===== src/rtl/lockin_demod_accum.sv =====
// Lock-in demodulator / window accumulator.
// Removes the mid-scale offset from each unsigned ADC code, mixes it with
// in-phase and quadrature square-wave references (+1/-1), and sums the
// products over gapless windows of N = 2^LOG2_N accepted samples. Each
// completed window is published on i_out/q_out with a one-cycle
// result_valid pulse. Dropping enable or asserting reset throws away a
// partial window.
module lockin_demod_accum #(
    parameter int SAMPLE_W = 8,
    parameter int LOG2_N   = 8,
    localparam int ACC_W   = SAMPLE_W + 1 + LOG2_N
) (
    input  logic                    clk,
    input  logic                    reset,
    input  logic                    enable,
    input  logic [SAMPLE_W-1:0]     sample_in,
    input  logic                    sample_valid,
    input  logic                    ref_i,
    input  logic                    ref_q,
    output logic signed [ACC_W-1:0] i_out,
    output logic signed [ACC_W-1:0] q_out,
    output logic                    result_valid,
    output logic                    busy
);

    typedef enum logic [0:0] {
        IDLE  = 1'b0,
        ACCUM = 1'b1
    } state_t;

    // Counter value at which the sample being accepted is the last of the window.
    localparam logic [LOG2_N-1:0] CNT_LAST = {LOG2_N{1'b1}};
    localparam logic [LOG2_N-1:0] CNT_ONE  = LOG2_N'(1'b1);

    state_t                    state_r;
    state_t                    state_next_s;
    logic [LOG2_N-1:0]         count_r;
    logic signed [ACC_W-1:0]   acc_i_r;
    logic signed [ACC_W-1:0]   acc_q_r;
    logic signed [ACC_W-1:0]   i_out_r;
    logic signed [ACC_W-1:0]   q_out_r;
    logic                      result_valid_r;

    logic signed [SAMPLE_W-1:0] centered_s;
    logic signed [SAMPLE_W:0]   ext_s;
    logic signed [SAMPLE_W:0]   term_i_s;
    logic signed [SAMPLE_W:0]   term_q_s;
    logic signed [ACC_W-1:0]    sum_i_s;
    logic signed [ACC_W-1:0]    sum_q_s;
    logic                       accept_s;
    logic                       done_s;
    logic                       clear_s;

    // Offset removal and mixing: subtracting mid-scale is an MSB flip; the
    // extra bit keeps the negation of the most negative code exact.
    always_comb begin
        centered_s = {~sample_in[SAMPLE_W-1], sample_in[SAMPLE_W-2:0]};
        ext_s      = (SAMPLE_W+1)'(centered_s);
        if (ref_i) begin
            term_i_s = ext_s;
        end else begin
            term_i_s = -ext_s;
        end
        if (ref_q) begin
            term_q_s = ext_s;
        end else begin
            term_q_s = -ext_s;
        end
        sum_i_s = acc_i_r + ACC_W'(term_i_s);
        sum_q_s = acc_q_r + ACC_W'(term_q_s);
    end

    // Next-state and datapath control: entering or leaving ACCUM clears the
    // window; the Nth accepted sample completes it.
    always_comb begin
        state_next_s = state_r;
        accept_s     = 1'b0;
        done_s       = 1'b0;
        clear_s      = 1'b0;
        case (state_r)
            IDLE: begin
                if (enable) begin
                    state_next_s = ACCUM;
                    clear_s      = 1'b1;
                end else begin
                    state_next_s = IDLE;
                end
            end
            ACCUM: begin
                if (!enable) begin
                    state_next_s = IDLE;
                    clear_s      = 1'b1;
                end else if (sample_valid) begin
                    state_next_s = ACCUM;
                    accept_s     = 1'b1;
                    if (count_r == CNT_LAST) begin
                        done_s = 1'b1;
                    end else begin
                        done_s = 1'b0;
                    end
                end else begin
                    state_next_s = ACCUM;
                end
            end
            default: begin
                state_next_s = IDLE;
                clear_s      = 1'b1;
            end
        endcase
    end

    // State register.
    always_ff @(posedge clk) begin
        if (reset) begin
            state_r <= IDLE;
        end else begin
            state_r <= state_next_s;
        end
    end

    // Accumulators, sample counter and published results.
    always_ff @(posedge clk) begin
        if (reset) begin
            count_r        <= {LOG2_N{1'b0}};
            acc_i_r        <= {ACC_W{1'b0}};
            acc_q_r        <= {ACC_W{1'b0}};
            i_out_r        <= {ACC_W{1'b0}};
            q_out_r        <= {ACC_W{1'b0}};
            result_valid_r <= 1'b0;
        end else begin
            result_valid_r <= done_s;
            if (clear_s || done_s) begin
                count_r <= {LOG2_N{1'b0}};
                acc_i_r <= {ACC_W{1'b0}};
                acc_q_r <= {ACC_W{1'b0}};
            end else if (accept_s) begin
                count_r <= count_r + CNT_ONE;
                acc_i_r <= sum_i_s;
                acc_q_r <= sum_q_s;
            end
            if (done_s) begin
                i_out_r <= sum_i_s;
                q_out_r <= sum_q_s;
            end
        end
    end

    assign i_out        = i_out_r;
    assign q_out        = q_out_r;
    assign result_valid = result_valid_r;
    assign busy         = (state_r == ACCUM);

endmodule

===== config.mk =====
export PLATFORM = sky130hd
export DESIGN_NAME = lockin_demod_accum
export DESIGN_NICKNAME = d
export VERILOG_FILES = /design/src/rtl/lockin_demod_accum.sv
export SDC_FILE = /design/constraint.sdc
export NUM_CORES = 1
export LEC_CHECK = 0
export CAP_MARGIN = 20
export CELL_PAD_IN_SITES_DETAIL_PLACEMENT = 0
export CELL_PAD_IN_SITES_GLOBAL_PLACEMENT = 1
export CORE_MARGIN = 4
export CORE_UTILIZATION = 45
export DETAILED_ROUTE_END_ITERATION = 8
export MAX_ROUTING_LAYER = met4
export PLACE_DENSITY = 0.83
export SYNTH_ARGS = -nofsm -noshare
export SYNTH_HDL_FRONTEND = slang
export SYNTH_SLANG_ARGS = --single-unit

===== constraint.sdc =====
create_clock -name clk -period 9.2 [get_ports clk]
set_input_delay 1.84 -clock clk [delete_from_list [all_inputs] [get_ports clk]]
set_output_delay 1.84 -clock clk [all_outputs]
set_load 0.005 [all_outputs]

==> key figures, run 1 <==
Worst setup path
  – Required @ worst endpoint: 9.44 ns
  – Max incr delay on CP: 0.50 ns
  – Startpoint types: input port
  – Cell Chain, Critical Path: clkdlybuf4s50_1 > inv_1 > ha_1 > or3b_1 > nor4_2 > o21ai_1 > ha_1 > a21oi_1 > o21ai_0 > a221o_1 > or3_1 > and3_1 > o21a_1
  – Worst path top cell family by delay: compound AO/OA/AOI/OAI gates
  – Setup crit end kind: flop
  – Critical path's slowest cell: clkdlybuf4s50_1
  – CP Class: input port to flop
  – Crit path buffers/inverters: 2
  – CP most frequent cell: ha_1
  – Crit path max fanout: 11
  – Worst Path Arrival: 5.79 ns

STA
  – Final setup vio count: 0
  – Highest Clock Rate: approximately 180 MHz
  – Clock skew: between 0.01 and 0.015 ns
  – Hold Fails Final Rpt: 0
  – Setup TNS Final: 0 ns
  – Worst slew pin tran: 0.8987 ns
  – Worst slew margin: 39.69%
  – Final Slew Violations: 0
  – Crit path time final: between 5 and 6 ns
  – Tcrit/Tclk final: about three fifths
  – RSZ-0062 raised after global routing: false
  – Final hold slack: 0.4542 ns

Min path
  – Hold WC Path Type: flop to flop

Synthesis
  – Synth area leader: dfxtp_1
  – Commonest cells in the netlist: dfxtp_1, nand2_1, a21oi_1
  – Number of library cell types mapped by synthesis: 59
  – Avg Cell Area, Syn: 8.347 sq um
  – Share of the synthesized area in the top cell type: between 30 and 40%
  – Post-synth EDFFs: 0
  – Sequential area share after synthesis: 34.39%
  – Ys flop type: dfxtp_1
  – #FFs+latches synth: between 70 and 80
  – Syn nets: 596
  – Synthesized area: approximately 4500 sq um
  – Ys Warns: 0
  – Top cells by area, synth: dfxtp_1, ha_1, nand2_1
  – Post-Synthesis Cells: roughly 540
  – Asr flop ratio synth: 0%

Route
  – Pre-Repair DR Iteration Count: 5
  – DRT met1 WL: just over 5 mm
  – Vias per inst: 5.421
  – DR WL met3: 407 um
  – Routed wl met2: 5.181 mm
  – Final wirelength: approximately 11 mm
  – Top routing layer in use: met4
  – Vias: about 3,900
  – ANT nets after route: 0
  – Starting DRC count in detailed routing: 215
  – Avg WL per Cell: ~15 um
  – Post-route DRC: 0

Die
  – Core area: 9819 sq um
  – # IOs: 50
  – Row count: 36
  – Initial Util: between 40% and 50%
  – Die area: 11,760 sq um
  – Die Width: approximately 110 um
  – Die Y: 108.5 um

Clock network
  – CTS tree: done
  – Post CTS Setup Buffer Count: 0
  – Clock buffer depth: 2
  – Clock root cell: clkbuf_8
  – Resized cells post-CTS: 0
  – Worst-Skew Late Latency: 0.35 ns
  – CTS Sinks: 78
  – CTS clk-pin slew, worst paths: 0.07 ns
  – Htree depth: 3
  – Cts hold-fix bufs: 0
  – Cts bufs inserted: 9

Pwr
  – Total power: 690.2 uW
  – Cell Pwr Density: 130.5 nW/um^2
  – Leakage: 0.002047 uW
  – Max rail drop VDD: 61.36 uV

Place
  – I/O Buffers: 49
  – Post-placement cell count: 704
  – Routability cong.: 0.8734
  – DP Wirelength: 7.780 mm
  – Placed cell area: a little over 5000 sq um

Final layout
  – Finished Cell Area: around 5300 sq um
  – Area of the multi-input gates: 2820 sq um
  – Area Growth Syn to Fin: 16.51%
  – Nets: 634
  – Antenna cells: 0
  – Fill count: 1,004
  – Final Non-Filler Cells: between 700 and 800
  – Sequential Area: 1562 sq um
  – Layout cells sized above 1: under 10%

Global route
  – Initial antenna violation count: 0
  – Number of global-route vias before repair: 3,856
  – Grt total ovfl: 0
  – First-pass GRT wire length: between 15 and 20 mm
  – Global Route Usage Sum: around a fifth
  – Pin count of the biggest net entering global routing: 39

Job
  – Max_cap viols: 0

Status
  – Outcome: completed
## cell type report
cell class | count | area share, %
Sequential cell | 78 | 29.52
Tap cell | 133 | 3.146
Multi-Input combinational cell | 426 | 53.31
Clock inverter | 5 | 0.9934
Clock buffer | 9 | 2.342
Timing Repair Buffer | 51 | 9.555
Inverter | 16 | 1.135
## layer usage
metal,global-route usage [%],vias up
met4,7.574,0
met1,25.44,1816
met5,-,-
met2,33.89,66
li1,-,1994
met3,2.925,16
## kinds of logic after synthesis
| group | count (synthesis) | synth area share (%) |
|---|---|---|
| AO/OA/AOI/OAI | 156 | 22.02 |
| XOR/XNOR | 47 | 9.397 |
| adder cells (fa/ha/maj) | 38 | 10.80 |
| buffers and inverters | 40 | 3.692 |
| flip-flops | 78 | 34.39 |
| multiplexers | 3 | 0.7164 |
| AND/OR/NAND/NOR | 182 | 18.99 |
## flip-flops by register name, summed over array words and instances, names as in the netlist
register / count
acc_i_r: 17
acc_q_r: 17
i_out: 17
q_out: 17
count_r: 8
busy: 1
result_valid: 1
## power by group
part	switching [uW]	internal [uW]	total [uW]
combinational	63.9	38.8	103
sequential	1.44	339	341
clock	126	121	247
total	191	499	690
## metrics by stage
step	worst slack, ns	util, %
floorplan	4.317	-
global route	3.434	53.87
detailed placement	3.332	52.08
finish	3.650	53.87
global placement	3.479	52.08
CTS	3.690	53.87
## worst register-to-register path: cells and delay by family (launching register included)
kind,cells,cell delay (ns)
buf+inv,1,0.41
flops,1,0.35
simple gates,5,1.84
fa+ha+maj,1,0.20
compound gates,1,0.26
## layout by cell type (no fill, tap or decap), types with 16 or more instances in the layout
master | netlist | layout
o21ai_0 | 40 | 40
xnor2_1 | 25 | 25
nand3_1 | 17 | 16
inv_1 | 16 | 16
a21oi_1 | 53 | 53
nor2_1 | 37 | 37
a22o_1 | 17 | 17
xor2_1 | 21 | 21
nand2_1 | 78 | 78
clkdlybuf4s50_1 | 0 | 49
ha_1 | 36 | 36
dfxtp_1 | 78 | 78
## worst paths after layout
kind	slack, ns	start	end	cells after the start
worst min-delay path	0.45	q_out[13]	q_out[13]	2
worst max register to register	6.05	count_r[0]	acc_q_r[10]	8
worst max-delay path	3.65	sample_in[0]	acc_q_r[16]	13
worst min register to register	0.45	q_out[13]	q_out[13]	2
No activity file was read; power rests on OpenSTA's default activity.
==> run 2: changes to the inputs <==
- CORE_UTILIZATION: 45 -> 39
- PLACE_DENSITY: 0.83 -> 0.76
- clock period: 9.2 -> 5 ns (I/O delays scaled with it)
==> key figures, run 2 (same netlist as run 1, synthesis figures left out) <==
Worst setup path
  – Required @ worst endpoint: 5.23 ns
  – R2r setup slk: approximately 2.2 ns
  – Cell Chain, Critical Path: clkdlybuf4s50_1 > nor2_1 > nor4b_1 > buf_4 > nor3b_1 > nor2_1 > xnor2_1 > ha_1 > nand2_1 > o21ai_0 > o211ai_1 > a311oi_1 > buf_4 > or3_1 > a32o_1
  – RR Endpoint: i_out[16]
  – Worst Path Arrival: approximately 4.7 ns
  – Max incr delay on CP: 0.50 ns
  – Crit path max fanout: 4
  – Setup crit end kind: flop
  – Worst r2r src: acc_i_r[0]
  – Startpoint types: input port
  – FF-to-FF path depth: 10
  – Critical path's slowest cell: clkdlybuf4s50_1
  – CP Class: input port to flop

STA
  – Worst slew pin tran: 0.8190 ns
  – Hold Fails Final Rpt: 0
  – Highest Clock Rate: 225.3 MHz
  – Tcrit/Tclk final: a little under 90%
  – Setup TNS Final: 0 ns
  – Worst slew margin: 45.34%
  – RSZ-0062 raised after global routing: false
  – Final setup vio count: 0
  – Final hold slack: 0.4493 ns
  – Crit path time final: 4.438 ns
  – Clock skew: 0.005413 ns
  – Final Slew Violations: 0

Final layout
  – Layout cells sized above 1: 6.891%
  – Area Growth Syn to Fin: 21.47%
  – Commonest cells after routing, fill and taps aside: nand2_1, dfxtp_1, a21oi_1
  – Antenna cells: 0
  – Finished Cell Area: 5515 sq um
  – Fill count: 1,139
  – Nets: 642

Place
  – Placed cell area: 5180 sq um
  – I/O Buffers: 49
  – DP Wirelength: 7.958 mm
  – Routability cong.: 0.9024

Die
  – Die Y: around 120 um
  – Row count: 39
  – Die area: 13,430 sq um
  – Die Width: 115.9 um
  – Initial Util: 39.77%
  – Core area: 11,420 sq um
  – # IOs: 50

Min path
  – Hold path start: q_out[12]
  – Hold EP: q_out[12]
  – Hold WC Path Type: flop to flop
  – Hold Crit Depth: 2

Clock network
  – Clock buffer depth: 2
  – CTS tree: done
  – Post CTS Setup Buffer Count: 0
  – CTS clk-pin slew, worst paths: 0.05 ns
  – CTS Sinks: 78
  – Resized cells post-CTS: 0
  – Worst-Skew Late Latency: 0.34 ns
  – Clock root cell: clkbuf_16
  – Cts hold-fix bufs: 0
  – Htree depth: 3
  – Cts bufs inserted: 9

Global route
  – Global Route Usage Sum: 18.78%
  – Pin count of the biggest net entering global routing: 37
  – Initial antenna violation count: 0
  – First-pass GRT wire length: 19.46 mm
  – Grt total ovfl: 0
  – Number of global-route vias before repair: 3,977

Route
  – Post-route DRC: 0
  – Starting DRC count in detailed routing: approximately 140
  – Vias: between 3,000 and 4,000
  – ANT nets after route: 0
  – Final wirelength: ~11 mm
  – Pre-Repair DR Iteration Count: 4
  – Avg WL per Cell: between 15 and 20 um
  – Vias per inst: 5.295

Pwr
  – Cell Pwr Density: roughly 280 nW/um^2
  – Leakage: between 0.002 and 0.0025 uW
  – Max rail drop VDD: 172.0 uV

Status
  – Outcome: completed

Job
  – Max_cap viols: 0
[run 2: worst max-delay path: cells and delay by family]
kind | cells | cell delay (ns)
xor+xnor | 1 | 0.22
simple gates | 6 | 1.38
fa+ha+maj | 1 | 0.33
compound gates | 4 | 0.87
buf+inv | 3 | 0.86
[run 2: area by class of cell]
type                    instances  area [sq um]  share of cell area (%)
well taps                     143         178.9                   3.244
clock buffers                  13         270.3                   4.900
inverters                      16         60.06                   1.089
multi-input cells             426          2814                   51.02
flip-flops and latches         78          1562                   28.31
repair buffers                 59         565.5                   10.25
clock inverters                 3         65.06                   1.180
[run 2: how the worst max path moves through the flow]
stage,startpoint,end,slack (ns),cells after the start
finish,sample_in[3],q_out[14],0.56,15
detailed placement,sample_in[0],acc_q_r[13],0.24,15
global route,sample_in[3],q_out[14],0.20,15
floorplan,sample_in[0],acc_q_r[16],0.96,12
CTS,sample_in[0],acc_q_r[13],0.60,15
global placement,sample_in[3],q_out[14],0.33,15
[run 2: report_power, final]
group | switching (uW) | total [uW] | internal, uW
logic | 116 | 190 | 73.9
clock network | 257 | 735 | 477
registers | 2.70 | 628 | 625
total | 376 | 1550 | 1180
[run 2: stage by stage]
stage               utilization, %  setup slack (ns)  std cells  total power, uW
finish                       48.30            0.5622        738             1552
floorplan                        -            0.9566        544            777.7
global placement             45.36            0.3307        722            829.6
global route                 48.30            0.1975        738             1618
detailed placement           45.36            0.2381        722            831.8
CTS                          48.30            0.5998        738             1571
[run 2: metal layers]
metal,vias to the layer above,global-route usage [%],routed length (um)
met1,1821,23.48,5297
met4,0,5.955,204
met5,-,-,0
li1,2013,-,-
met3,17,4.386,410
met2,57,30.07,5181
==> run 3: changes to the inputs <==
==> constraint.sdc (replaced) <==
create_clock -name clk -period 5 [get_ports clk]
set_input_delay 0.75 -clock clk [delete_from_list [all_inputs] [get_ports clk]]
set_output_delay 0.75 -clock clk [all_outputs]
set_load 0.005 [all_outputs]
==> key figures, run 3 (same netlist as run 1, synthesis figures left out) <==
STA
  – Crit path time final: 4.289 ns
  – Hold Fails Final Rpt: 0
  – Setup TNS Final: 0 ns
  – Final setup margin: 0.7106 ns
  – Final setup vio count: 0
  – Clock skew: about 0.0066 ns
  – Final hold slack: 0.4517 ns
  – Worst slew pin tran: between 0.8 and 0.9 ns
  – Highest Clock Rate: 233.1 MHz
  – Final Slew Violations: 0
  – Tcrit/Tclk final: 85.79%
  – Worst slew margin: 44.07%
  – RSZ-0062 raised after global routing: false

Final layout
  – Layout cells sized above 1: 6.271%
  – Final Non-Filler Cells: approximately 730
  – Nets: around 640
  – Commonest cells after routing, fill and taps aside: nand2_1, dfxtp_1, a21oi_1
  – Area Growth Syn to Fin: 20.31%
  – Fill count: 1,135
  – Antenna cells: 0

Worst setup path
  – Critical path's slowest cell: clkdlybuf4s50_1
  – Startpoint types: input port
  – Crit path max fanout: 9
  – Worst path top cell family by delay: compound AO/OA/AOI/OAI gates
  – Setup crit end kind: flop
  – Max incr delay on CP: approximately 0.5 ns
  – Cell Chain, Critical Path: clkdlybuf4s50_1 > inv_1 > ha_1 > or3b_1 > nor4_2 > o21ai_1 > buf_4 > ha_1 > a21oi_1 > o21ai_0 > a31oi_1 > o21ai_1 > a21boi_0 > nor4_1 > or3_1
  – Required @ worst endpoint: 5.22 ns
  – CP Class: input port to flop
  – Worst Path Arrival: 4.51 ns
  – Crit path buffers/inverters: 3

Route
  – Vias: 3,907
  – Final wirelength: 11.06 mm
  – Pre-Repair DR Iteration Count: 4
  – ANT nets after route: 0
  – Vias per inst: 5.330
  – Starting DRC count in detailed routing: 136
  – Post-route DRC: 0
  – Avg WL per Cell: between 15 and 20 um

Pwr
  – Leakage: 0.002124 uW
  – Max rail drop VDD: roughly 140 uV
  – Total power: 1516 uW
  – Cell Pwr Density: 277.6 nW/um^2

Clock network
  – CTS tree: done
  – Cts bufs inserted: 9
  – Cts hold-fix bufs: 0
  – Worst-Skew Late Latency: 0.34 ns
  – CTS clk-pin slew, worst paths: 0.06 ns
  – Post CTS Setup Buffer Count: 0
  – Htree depth: 3
  – Clock root cell: clkbuf_16
  – Resized cells post-CTS: 0
  – CTS Sinks: 78
  – Clock buffer depth: 2

Global route
  – Grt total ovfl: 0
  – First-pass GRT wire length: 18.36 mm
  – Number of global-route vias before repair: roughly 3,800
  – Pin count of the biggest net entering global routing: 39
  – Global Route Usage Sum: 17.72%
  – Initial antenna violation count: 0

Die
  – Initial Util: 39.77%
  – Die Width: 115.9 um
  – Die area: 13,430 sq um
  – Row count: 39
  – Core area: 11,420 sq um
  – Die Y: 115.9 um
  – # IOs: 50

Job
  – Max_cap viols: 0

Place
  – DP Wirelength: ~7.7 mm
  – Routability cong.: 0.9170
  – DP Worst Slack: 0.3617 ns
  – I/O Buffers: 49
  – Post-placement cell count: 717

Min path
  – Hold WC Path Type: flop to flop

Status
  – Outcome: completed
[run 3: cell type report]
cell class / count / area (sq um) / area share [%]
clock buffers: 10 / 229.0 / 4.191
clock inverters: 6 / 86.33 / 1.580
inverters: 16 / 60.06 / 1.099
multi-input cells: 426 / 2819 / 51.60
flip-flops and latches: 78 / 1562 / 28.58
well taps: 143 / 178.9 / 3.275
repair buffers: 54 / 528.0 / 9.666
[run 3: layer usage]
| layer | track usage, % | vias up | wire length, um |
|---|---|---|---|
| met5 | - | - | 0 |
| met4 | 6.419 | 0 | 189 |
| met3 | 3.394 | 13 | 416 |
| met2 | 26.97 | 63 | 5011 |
| met1 | 23.46 | 1825 | 5437 |
| li1 | - | 2006 | - |
[run 3: where the power goes]
group | switching, uW | leakage, uW | internal, uW
Combinational | 116 | 0.00134 | 72.4
Clock | 264 | 0.000152 | 436
Sequential | 2.61 | 0.000629 | 625
Total | 383 | 0.00212 | 1130
[run 3: worst reg2reg max path, cell delays in order (launching register included)]
cell and delay (ns):
dfxtp_1 0.35, ha_1 0.25, and4_4 0.18, nand4_1 0.10, nor2b_2 0.14, buf_4 0.38, nand2_1 0.54, or4_1 0.65
nand3_1 0.08
[run 3: through the flow]
step           util (%)  cell area [sq um]
2_1_floorplan         -               4541
3_3_place_gp      45.08               5147
3_5_place_dp      45.08               5147
4_1_cts           47.84               5463
5_1_grt           47.84               5463
6_report          47.84               5463
[run 3: final timing paths]
kind	depth (start not counted)	to	slack, ns	from
worst max-delay path	15	acc_q_r[13]	0.71	sample_in[0]
worst min-delay path	2	i_out[15]	0.45	i_out[15]
worst max register to register	8	acc_i_r[13]	2.27	count_r[0]
worst min register to register	2	i_out[15]	0.45	i_out[15]
